===== src/rtl/btn_pkg.sv =====
// Shared definitions for the push-button debouncer: FSM state encoding,
// default stability window and synchronizer depth.
// Latency: n/a (declarations only). Backpressure: n/a.
package btn_pkg;

  // Debounce FSM states; WAIT_* states count stable cycles before committing.
  typedef enum logic [1:0] {
    RELEASED     = 2'd0,
    WAIT_PRESS   = 2'd1,
    PRESSED      = 2'd2,
    WAIT_RELEASE = 2'd3
  } btn_state_t;

  // 20 ms of stability at a 12 MHz clock.
  localparam int CNT_MAX_DEFAULT = 240000;

  // Number of flops between the raw pin and the FSM.
  localparam int SYNC_DEPTH = 2;

endpackage


===== src/rtl/sync_2ff.sv =====
// Purpose: 1-bit flop-chain synchronizer for an input asynchronous to clk.
// Latency: SYNC_DEPTH (2) cycles from d to q.
// Backpressure: none; samples every cycle, reset drives the chain to RST_VAL.
module sync_2ff
  import btn_pkg::*;
#(
  parameter logic RST_VAL = 1'b1
) (
  input  logic clk,
  input  logic rst,
  input  logic d,
  output logic q
);

  logic [SYNC_DEPTH-1:0] chain;

  // Shift the raw input through the chain; only the last stage is used.
  always_ff @(posedge clk or posedge rst) begin
    if (rst) begin
      chain <= {SYNC_DEPTH{RST_VAL}};
    end else begin
      chain <= {chain[SYNC_DEPTH-2:0], d};
    end
  end

  assign q = chain[SYNC_DEPTH-1];

endmodule


===== src/rtl/button_debouncer.sv =====
// Purpose: debounce an active-low push button into a level plus edge pulses.
// Latency: exactly 2 + CNT_MAX cycles from a clean pin edge to btn_level.
// Backpressure: none. Optional macro BTN_EDGE_PULSE_EN enables btn_rise/btn_fall.
module button_debouncer
  import btn_pkg::*;
#(
  parameter int CNT_MAX = CNT_MAX_DEFAULT,
  parameter int CW      = 18
) (
  input  logic clk,
  input  logic rst,
  input  logic btn_n,
  output logic btn_level,
  output logic btn_rise,
  output logic btn_fall
);

  // Last count value of a stability window; reaching it commits the change.
  localparam logic [CW-1:0] CNT_LAST = CW'(CNT_MAX - 1);

  logic          btn_sync;
  logic          sync_pressed;
  btn_state_t    state, next_state;
  logic [CW-1:0] cnt, next_cnt;
  logic          next_level;

  // Pin idles high (released), so the chain resets to 1.
  sync_2ff #(
    .RST_VAL(1'b1)
  ) u_sync (
    .clk(clk),
    .rst(rst),
    .d  (btn_n),
    .q  (btn_sync)
  );

  assign sync_pressed = ~btn_sync;

  // State, stability counter and registered level.
  always_ff @(posedge clk or posedge rst) begin
    if (rst) begin
      state     <= RELEASED;
      cnt       <= '0;
      btn_level <= 1'b0;
    end else begin
      state     <= next_state;
      cnt       <= next_cnt;
      btn_level <= next_level;
    end
  end

  // Next-state logic: any reversal in a WAIT state falls back and drops the count.
  always_comb begin
    next_state = state;
    next_cnt   = cnt;
    case (state)
      RELEASED: begin
        if (sync_pressed) begin
          next_state = WAIT_PRESS;
          next_cnt   = '0;
        end
      end
      WAIT_PRESS: begin
        if (!sync_pressed) begin
          next_state = RELEASED;
          next_cnt   = '0;
        end else if (cnt == CNT_LAST) begin
          next_state = PRESSED;
          next_cnt   = '0;
        end else begin
          next_cnt = cnt + CW'(1);
        end
      end
      PRESSED: begin
        if (!sync_pressed) begin
          next_state = WAIT_RELEASE;
          next_cnt   = '0;
        end
      end
      WAIT_RELEASE: begin
        if (sync_pressed) begin
          next_state = PRESSED;
          next_cnt   = '0;
        end else if (cnt == CNT_LAST) begin
          next_state = RELEASED;
          next_cnt   = '0;
        end else begin
          next_cnt = cnt + CW'(1);
        end
      end
      default: begin
        next_state = RELEASED;
        next_cnt   = '0;
      end
    endcase
    next_level = (next_state == PRESSED) || (next_state == WAIT_RELEASE);
  end

`ifdef BTN_EDGE_PULSE_EN
  // Pulses are registered alongside btn_level so they line up with its change.
  always_ff @(posedge clk or posedge rst) begin
    if (rst) begin
      btn_rise <= 1'b0;
      btn_fall <= 1'b0;
    end else begin
      btn_rise <= next_level & ~btn_level;
      btn_fall <= ~next_level & btn_level;
    end
  end
`else
  assign btn_rise = 1'b0;
  assign btn_fall = 1'b0;
`endif

endmodule


===== config.mk =====
export PLATFORM = sky130hd
export DESIGN_NAME = button_debouncer
export DESIGN_NICKNAME = d
export VERILOG_FILES = /design/src/rtl/btn_pkg.sv /design/src/rtl/sync_2ff.sv /design/src/rtl/button_debouncer.sv
export SDC_FILE = /design/constraint.sdc
export NUM_CORES = 1
export LEC_CHECK = 0
export BUFFER_PORTS_ARGS = -buffer_cell sky130_fd_sc_hd__buf_4
export CORE_MARGIN = 5
export CORE_UTILIZATION = 45
export CTS_BUF_LIST = sky130_fd_sc_hd__clkbuf_4 sky130_fd_sc_hd__clkbuf_8
export CTS_CLUSTER_SIZE = 25
export DETAILED_ROUTE_END_ITERATION = 6
export SETUP_SLACK_MARGIN = 0.5
export SLEW_MARGIN = 20
export SYNTH_ARGS = -nofsm -noshare
export SYNTH_HDL_FRONTEND = slang
export SYNTH_SLANG_ARGS = --single-unit

===== constraint.sdc =====
create_clock -name clk -period 1.8 [get_ports clk]
set_input_delay 0.18 -clock clk [delete_from_list [all_inputs] [get_ports clk]]
set_output_delay 0.18 -clock clk [all_outputs]
set_load 0.005 [all_outputs]

; Word-level counts from Yosys, hierarchy flattened
; Cells that the tools add are included.
; Widths: inputs -> output; s select.
[op_classes]
add_sub_neg = 1
mul = 0
div = 0
order_cmp = 0
n_eq_ne = 8
shifts = 0
muxes = 13
bitwise = 0
reduce_logical = 3
[op_table]
columns = operator, count
row1 = $mux 18, 5
row2 = $pmux 18 s4, 1
row3 = $add 18x1->18 const B, 1
row4 = $eq 18x18->1 const B, 1
row5 = $mux 2, 6
row6 = $eq 2x2->1 const B, 4
row7 = $pmux 2 s4, 1
row8 = $eq 2x1->1 const B, 1
row9 = $logic_not 2->1, 1
row10 = $ne 2x1->1 const B, 1
row11 = $ne 2x2->1 const B, 1
row12 = $reduce_and 2->1, 1
row13 = $logic_or 1x1->1, 1
[word_totals]
reg_bits = 23
latch_bits = 0
mem_bits_rw = 0
rom_bits = 0
n_memories = 0

; Longest topological paths before layout
; Gate-level depths: netlist of the first run.
[logic_depth]
depth_word = 6
mapped_depth = 6
mapped_depth_nobuf = 5

; Cells and area by module
; From an unflattened synthesis of the first run, not the netlist that was laid out.
[unflattened]
cells_unflattened = 122
hier_area_um2 = 1267.5
[by_module_without_submodules]
columns = module, n_inst, cells_per_inst, area_each_um2
row1 = button_debouncer, 1, 119, 1211.2
row2 = sync_2ff, 1, 3, 56.3

; Least setup slack after synthesis of the first run
; OpenSTA, ideal clock, no wires.
[synth_path]
kind = reg2reg
start = register cnt[0]
end = register state[0]
setup_time_ns = 0.120
arrival_time_ns = 1.598
required_time_ns = 1.680
path_slack_ns = 0.082
stages_incl_launch_ff = 6
path_buffers = 0
period_less_slack_ns = 1.718
cell_sequence = dfrtp_1 -> ha_1 -> and2_1 -> nand4_4 -> or4_4 -> and2_2
[synth_between]
elab_chain_len = 4
word_cells_on_any_way = 6
classes_between = eq/ne (1) / mux (5)
[synth_rtl]
columns = item, line
row1 = start: declaration, button_debouncer.sv:24  ; logic [CW-1:0] cnt, next_cnt;
row2 = start signal: assignment, button_debouncer.sv:47  ; cnt <= next_cnt;
row3 = $eq 18x18->1 (*), "button_debouncer.sv:67, button_debouncer.sv:84"
row4 = "$mux 2, on equally long branches", "button_debouncer.sv:84, button_debouncer.sv:67"
row5 = "$mux 2, on equally long branches", "button_debouncer.sv:81, button_debouncer.sv:64"
row6 = $pmux 2 s4 (*), button_debouncer.sv:56  ; case (state)
row7 = net next_state[0], button_debouncer.sv:23  ; btn_state_t state, next_state;
row8 = end signal: assignment, button_debouncer.sv:46  ; state <= next_state;
row9 = end: declaration, button_debouncer.sv:23
; The timed path passes the listed nets; every way through them passes the cells marked *.
; A chain may end at the register's enable or synchronous reset.

; Worst setup path in the final report of the first run
[layout_path]
start = register u_sync.chain[1]
end = register cnt[9]
[layout_between]
elab_chain_len = 2
word_cells_on_any_way = 6
classes_between = eq/ne (2) / mux (3) / reduce/logical (1)
[layout_rtl]
columns = item, line
row1 = start: declaration, sync_2ff.sv:15  ; logic [SYNC_DEPTH-1:0] chain;
row2 = start signal: assignment, sync_2ff.sv:20  ; chain <= {SYNC_DEPTH{RST_VAL}};
row3 = start signal: assignment, sync_2ff.sv:22  ; chain <= {chain[SYNC_DEPTH-2:0], d};
row4 = $mux 18 (tied with other cells), button_debouncer.sv:81  ; if (sync_pressed) begin
row5 = $pmux 18 s4 or $reduce_and 2->1 (tied branches), -
; Several ways; a longest one is shown, not always the timed one.

==> metrics.yaml, run 1 <==
synth_cell_types: 37
power.total_uw: 892
startpoint_type: "flop"
endpoint_kind: "flop"
synthesis.area_mm2: 0.00122
dp_cells: 150
combPwrFrac_pct: 11.5
highest_layer: "met4"
grt_pass1_vias: 937
synth_edf_count: 0
wl_met2_mm: 1.33
final_layout_size_suffix_gt1_share_pct: 38.5
drv_slew: 0
wl_per_cell_um: 15.3
ios: 6
timing.fmax_mhz: 589
setup_viol_count_final: 0
avgViaCountPerCell: 5.69
drt_pass1_iterations: 4
grt_pass1_wl_mm: 4.36
fin_cells: 173
htree_levels: 1
cp.arrival_ns: 1.93
ys.flop_type: "dfrtp_1"
hold_depth: 0
clockBufferDepth: 2
p_per_area_mw_per_mm2: 557
fin_util_pct: 63.5
drc: 0
clkPwrFrac_pct: 28.6
cts_root_buffer: "clkbuf_4"
setup_tns_ns: 0
initialDrtViolationCount: 23
syn_to_final_growth_pct: 31.7
synth_seq_area_share_pct: 47.5
yosysWarnings: 0
vdd_drop_max_mv: 0.452
p_int_uw: 680
ant_nets: 0
num_rows: 18
swShare_pct: 23.8
core_area_mm2: 0.00252
fin_skew_ns: 0.00297
hpwl_mm: 1.59
ff2ff_path_depth: 6
cts_buffers: 3
hold_path_class: "flop to flop"
antenna_found_initial: 0
final_nets: 148
synth.avg_cell_area_um2: 10.7
run_status: "completed"
die_w_um: 62.0
synthArstFlopShare_pct: 100
grt-ovfl-total: 0
n_antenna_cell: 0
die_h_um: 62.0
synth_seq_cells: 23
power_frac_seq_pct: 59.9
portBuffers: 3
initial_utilization_pct: 48.2
wirelength_mm: 2.64
critical_path_class: "flop to flop"
wl_met3_um: 55
groute.usage.overall_pct: 15.4
max_cap_violations: 0
fillers: 213
grt_max_degree: 24
wl_met1_mm: 1.23
synth_cells: 114
die-area_mm2: 0.00384
clkSinkCount: 23
finalCritPeriodShare_pct: 94.3
place.gp.congestion: 0.777
p_sw_uw: 212
clock_latency_ns: 0.31
hold_violations: 0
rsz0062_at_grt: "yes"
critPathRequiredTime_ns: 2.04
leakage_nw: 0.703
cts_tree: "done"
crit_fanout: 8
vias: 984
cts.clk_slew.worst_paths_ns: 0.12
layout_min_cycle_time_ns: 1.70
[area by class of cell]
cell class                 count  area [µm²]  area share, %
timing repair buffer          31         279           17.4
sequential                    23         579           36.2
clock buffer                   4        30.0           1.87
inverter                       6        22.5           1.41
tap                           30        37.5           2.34
multi-input combinational     79         653           40.8
[repair_timing]
action | 4_1_cts | 5_1_grt
hold buffers | 2 | 0
gates resized for setup | 8 | 13
setup endpoints to repair | 21 | 21
cloned | 0 | 1
endpoints found under the hold margin | 22 | 0
pin swaps | 5 | 12
buffers inserted | 13 | 3
[worst max-delay path, cell delays in order (launching register included)]
cell	delay, ns
dfstp_2	0.60
xnor2_4	0.14
o211ai_1	0.14
buf_4	0.18
buf_4	0.13
or3_1	0.30
a22oi_1	0.13
[sequential cells by signal (all words and copies together), names as in the netlist]
name and count:
cnt 18, state 2, u_sync.chain 2, btn_level 1
[power by group through the flow]
| stage | Combinational, mW | Clock (mW) | Sequential (mW) |
|---|---|---|---|
| final | 0.102 | 0.255 | 0.535 |
| after global routing | 0.112 | 0.289 | 0.537 |
| after CTS | 0.0914 | 0.268 | 0.535 |
| after detailed placement | 0.0568 | 0 | 0.544 |
| after global placement | 0.0556 | 0 | 0.544 |
| after floorplan | 0.0473 | 0 | 0.540 |
[routing by layer]
metal | GRT usage [%] | up-vias
met5 | 0 | -
met4 | 3.64 | 0
met3 | 2.48 | 4
met2 | 26.3 | 11
met1 | 20.4 | 481
li1 | - | 488
[cell usage after synthesis (3+ instances only)]
cell type / count / share of area (%)
a21oi_1: 7 / 2.9
xor2_1: 7 / 5.0
or3_1: 6 / 3.1
o21ai_0: 9 / 3.7
nand2_1: 5 / 1.5
inv_1: 6 / 1.9
dfrtp_1: 21 / 43
buf_4: 3 / 1.9
o2111ai_1: 4 / 2.9
a22oi_1: 8 / 4.9
mux2i_1: 3 / 2.5
buf_2: 3 / 1.2
[cells by family after synthesis]
group / share of synthesized area [%]
adder cells (fa/ha/maj): 1.03
buffers and inverters: 5.25
AO/OA/AOI/OAI: 20.3
XOR/XNOR: 5.76
AND/OR/NAND/NOR: 17.4
multiplexers: 2.47
other: 0.308
flip-flops: 47.5
[placed cells by master (no fill, tap or decap), types with 2 or more instances in the layout]
| cell | netlist | routed |
|---|---|---|
| a21oi_1 | 7 | 6 |
| a22oi_2 | 0 | 4 |
| buf_12 | 0 | 2 |
| a22oi_1 | 8 | 4 |
| o211ai_1 | 2 | 2 |
| buf_4 | 3 | 21 |
| conb_1 | 1 | 2 |
| clkbuf_4 | 0 | 4 |
| o2111ai_1 | 4 | 4 |
| nand2_1 | 5 | 5 |
| dfrtp_1 | 21 | 20 |
| xor2_1 | 7 | 7 |
| or4_4 | 1 | 2 |
| o21ai_0 | 9 | 7 |
| o31ai_1 | 2 | 2 |
| o21ai_2 | 0 | 2 |
| dfstp_2 | 2 | 2 |
| inv_1 | 6 | 6 |
| and3_1 | 2 | 2 |
| and4_1 | 2 | 2 |
| mux2i_1 | 3 | 3 |
| nand3_1 | 2 | 2 |
| buf_6 | 0 | 5 |
| or3_1 | 6 | 6 |
| and2_4 | 0 | 2 |
| dlygate4sd3_1 | 0 | 2 |
[worst paths after layout]
| path | from | endpoint | slack [ns] |
|---|---|---|---|
| setup reg to reg | u_sync.chain[1] | cnt[9] | 0.10 |
| max in group asynchronous | rst | u_sync.chain[1] | 1.06 |
| min in group asynchronous | rst | cnt[9] | 0.46 |
| hold / removal | u_sync.chain[0] | u_sync.chain[1] | 0.37 |
| setup / recovery | u_sync.chain[1] | cnt[9] | 0.10 |
| hold reg to reg | u_sync.chain[0] | u_sync.chain[1] | 0.37 |
[metrics by stage]
step | area [µm²] | hold WS, ns | setup WS, ns
4_1_cts | 1520 | 0.366 | 0.102
5_1_grt | 1600 | 0.379 | 0.0518
2_1_floorplan | 1240 | 0.180 | 0.170
3_5_place_dp | 1320 | 0.247 | 0.116
6_report | 1600 | 0.365 | 0.103
3_3_place_gp | 1320 | 0.244 | 0.128
(Power assumes the default switching activity.)
==> inputs of run 2 (changes only) <==
- ABC_AREA: not set -> 1
- SLEW_MARGIN: 20 -> 0
==> run 2 against run 1 <==
  * Clock skew is 0.0016 ns lower
  * Cell count increased by 33%
  * Setup slack better by 0.30 ns
  * Core utilization down 8.7 points
  * Largest cell class unchanged
  * Maximum frequency rose by 21%
  * Die area increased by 11%
  * Global-route usage grew 0.30 points
  * Largest power group unchanged
==> metrics.yaml, run 2 <==
crit_fanout: 6  # -2
antenna_found_initial: 0  # unchanged
htree_levels: 1  # unchanged
setup_viol_count_final: 0  # unchanged
fin_skew_ns: 0.00139  # -0.00158 ns
final_nets: 202  # +36%
vias: 1158  # +18%
critical_path_class: "flop to flop"
layout_setup_ws_ns: 0.400  # +0.297 ns
hold_path_class: "flop to flop"
hold_ws_ns: 0.366  # +0.00114 ns
yosysWarnings: 0  # unchanged
synth_commonest_cells: "nand2_1, nor2_1, inv_1, dfrtp_1, nor2_2"
portBuffers: 3  # unchanged
synth_cell_types: 25  # -32%
reg_top3: "cnt: 18 flops, state: 2 flops, u_sync.chain: 2 flops"
synth.avg_cell_area_um2: 7.59  # -29%
run_status: "completed"
hold_violations: 0  # unchanged
final_common_cell: "nand2_1"
finalCritPeriodShare_pct: 77.8  # -16 points
wirelength_mm: 2.92  # +10%
critPathRequiredTime_ns: 2.02  # -0.02 ns
dp_slack_ns: 0.219  # +0.103 ns
synthTopCellsByArea: "dfrtp_1, nand2_1, nor2_1"
fillers: 291  # +37%
power_frac_seq_pct: 60.2  # +0.3 points
cts_tree: "done"
syn_to_final_growth_pct: 18.7
n_antenna_cell: 0  # unchanged
synthArstFlopShare_pct: 100  # unchanged
die_w_um: 65.3  # +5.3%
grt_pass1_wl_mm: 5.16  # +18%
synth_seq_area_share_pct: 42.1  # -5.5 points
largest_reg_flops: 18  # unchanged
ant_nets: 0  # unchanged
layout_min_cycle_time_ns: 1.40  # -0.297 ns
wl_per_cell_um: 12.7  # -17%
synthesis.area_mm2: 0.00137  # +13%
leakage_nw: 0.729  # +3.6%
synth_edf_count: 0  # unchanged
combPwrFrac_pct: 10.7  # -0.8 points
clockBufferDepth: 2  # unchanged
synth_cells: 181  # +59%
clkSinkCount: 23  # unchanged
place.gp.congestion: 0.870  # +12%
endpoint_kind: "flop"
timing.fmax_mhz: 714  # +21%
startpoint_type: "flop"
grt-ovfl-total: 0  # unchanged
avgViaCountPerCell: 5.03  # -11%
max_cap_violations: 0  # unchanged
final_layout_size_suffix_gt1_share_pct: 27.4  # -11 points
cts_buffers: 3  # unchanged
cts.clk_slew.worst_paths_ns: 0.12  # about the same
drt_pass1_iterations: 4  # unchanged
die-area_mm2: 0.00426  # +11%
setup_tns_ns: 0  # unchanged
p_per_area_mw_per_mm2: 542  # -2.8%
synth_top_cell_by_area: "dfrtp_1"
swShare_pct: 25.1  # +1.4 points
grt_pass1_vias: 1141  # +22%
vdd_drop_max_mv: 0.235  # -48%
drc: 0  # unchanged
final_cell_mix: "nand2_1, inv_1, dfrtp_1"
core_area_mm2: 0.00298  # +18%
top_register: "cnt"
grt_max_degree: 13  # -46%
num_rows: 20  # +2
drv_slew: 0  # unchanged
groute.usage.overall_pct: 15.7  # +0.30 points
rsz0062_at_grt: "yes"
hpwl_mm: 2.11  # +32%
initialDrtViolationCount: 50  # +120%
ys.flop_type: "dfrtp_1"
die_h_um: 65.3  # +5.3%
p_sw_uw: 222  # +4.6%
synth_seq_cells: 23  # unchanged
p_int_uw: 661  # -2.8%
initial_utilization_pct: 46.1  # -2.1 points
ios: 6  # unchanged
power.total_uw: 883  # -1.0%
synth_top_area_share_pct: 38.3  # -5.0 points
cp.arrival_ns: 1.62  # -0.31 ns
clock_latency_ns: 0.31  # about the same
cts_root_buffer: "clkbuf_4"
clkPwrFrac_pct: 29.1  # +0.5 points
yosysMostFrequentCell: "nand2_1"
==> run 2: cell count changes after synthesis, sizes merged, moves of 4 or more <==
cell / delta
a22oi: -8
a21oi: -7
nor2: +38
nand2: +47
o2111ai: -4
inv: +19
nand4: +6
nand3: +8
or3: -6
==> run 2: logic make-up (layout without fill, tap and decap cells) <==
logic type      after synthesis  count (layout)  synth area share [%]
xor+xnor                      7               7                  4.46
other cells                   1               2                 0.273
buf+inv                      29              43                  10.1
compound gates                8               8                  3.19
flops                        23              23                  42.1
simple gates                112             113                  39.0
fa+ha+maj                     1               1                 0.911
==> run 2: through the flow <==
step / cells / utilization (%) / instance area [µm²]
finish: 230 / 54.7 / 1630
global route: 230 / 54.7 / 1630
CTS: 229 / 53.3 / 1590
detailed placement: 215 / 47.4 / 1410
global placement: 215 / 47.4 / 1410
floorplan: 182 / - / 1380
==> run 2: cell type report <==
cell class / count / area [µm²] / area share (%)
Clock buffer: 4 / 30.0 / 1.84
Inverter: 25 / 109 / 6.68
Multi-Input combinational cell: 131 / 761 / 46.7
Sequential cell: 23 / 578 / 35.5
Tap cell: 33 / 41.3 / 2.53
Timing Repair Buffer: 13 / 103 / 6.29
Timing Repair inverter: 1 / 8.76 / 0.537
==> run 2: routing by layer <==
metal / track usage, % / share of wire (%) / vias up
met5: 0 / 0 / -
met4: 6.22 / 1.5 / 0
met3: 3.08 / 4.3 / 5
met2: 23.9 / 46 / 24
met1: 21.9 / 49 / 538
li1: - / - / 591
==> run 2: critical path, cell delays in order (launching register included) <==
cell and delay (ns):
dfrtp_1 0.42, ha_4 0.18, nand3_4 0.08, nor2_4 0.17
nand4_4 0.12, nand2_4 0.11, nand2_8 0.09, inv_6 0.09
nor2_2 0.04
==> run 2: timing repair <==
action	4_1_cts	5_1_grt
gates resized for setup	18	9
buffers inserted	6	1
setup endpoints to repair	21	21
cloned	2	0
hold endpoints to repair	12	0
hold buffers	2	0
pin swaps	4	1
==> run 2: power by group through the flow <==
stage          Sequential [mW]  Combinational [mW]  Clock (mW)
2_1_floorplan            0.540              0.0553           0
3_3_place_gp             0.542              0.0586           0
3_5_place_dp             0.542              0.0602           0
4_1_cts                  0.532              0.0861       0.267
5_1_grt                  0.533               0.106       0.293
6_report                 0.532              0.0943       0.257
==> run 2: path summary, 6_finish.rpt <==
kind	cells past startpoint	slack [ns]	endpoint	startpoint
max in group asynchronous	4	0.78	u_sync.chain[1]	rst
max reg2reg	8	0.40	cnt[3]	cnt[1]
max	8	0.40	cnt[3]	cnt[1]
min	0	0.37	u_sync.chain[1]	u_sync.chain[0]
min in group asynchronous	3	0.41	cnt[16]	rst
min reg2reg	0	0.37	u_sync.chain[1]	u_sync.chain[0]
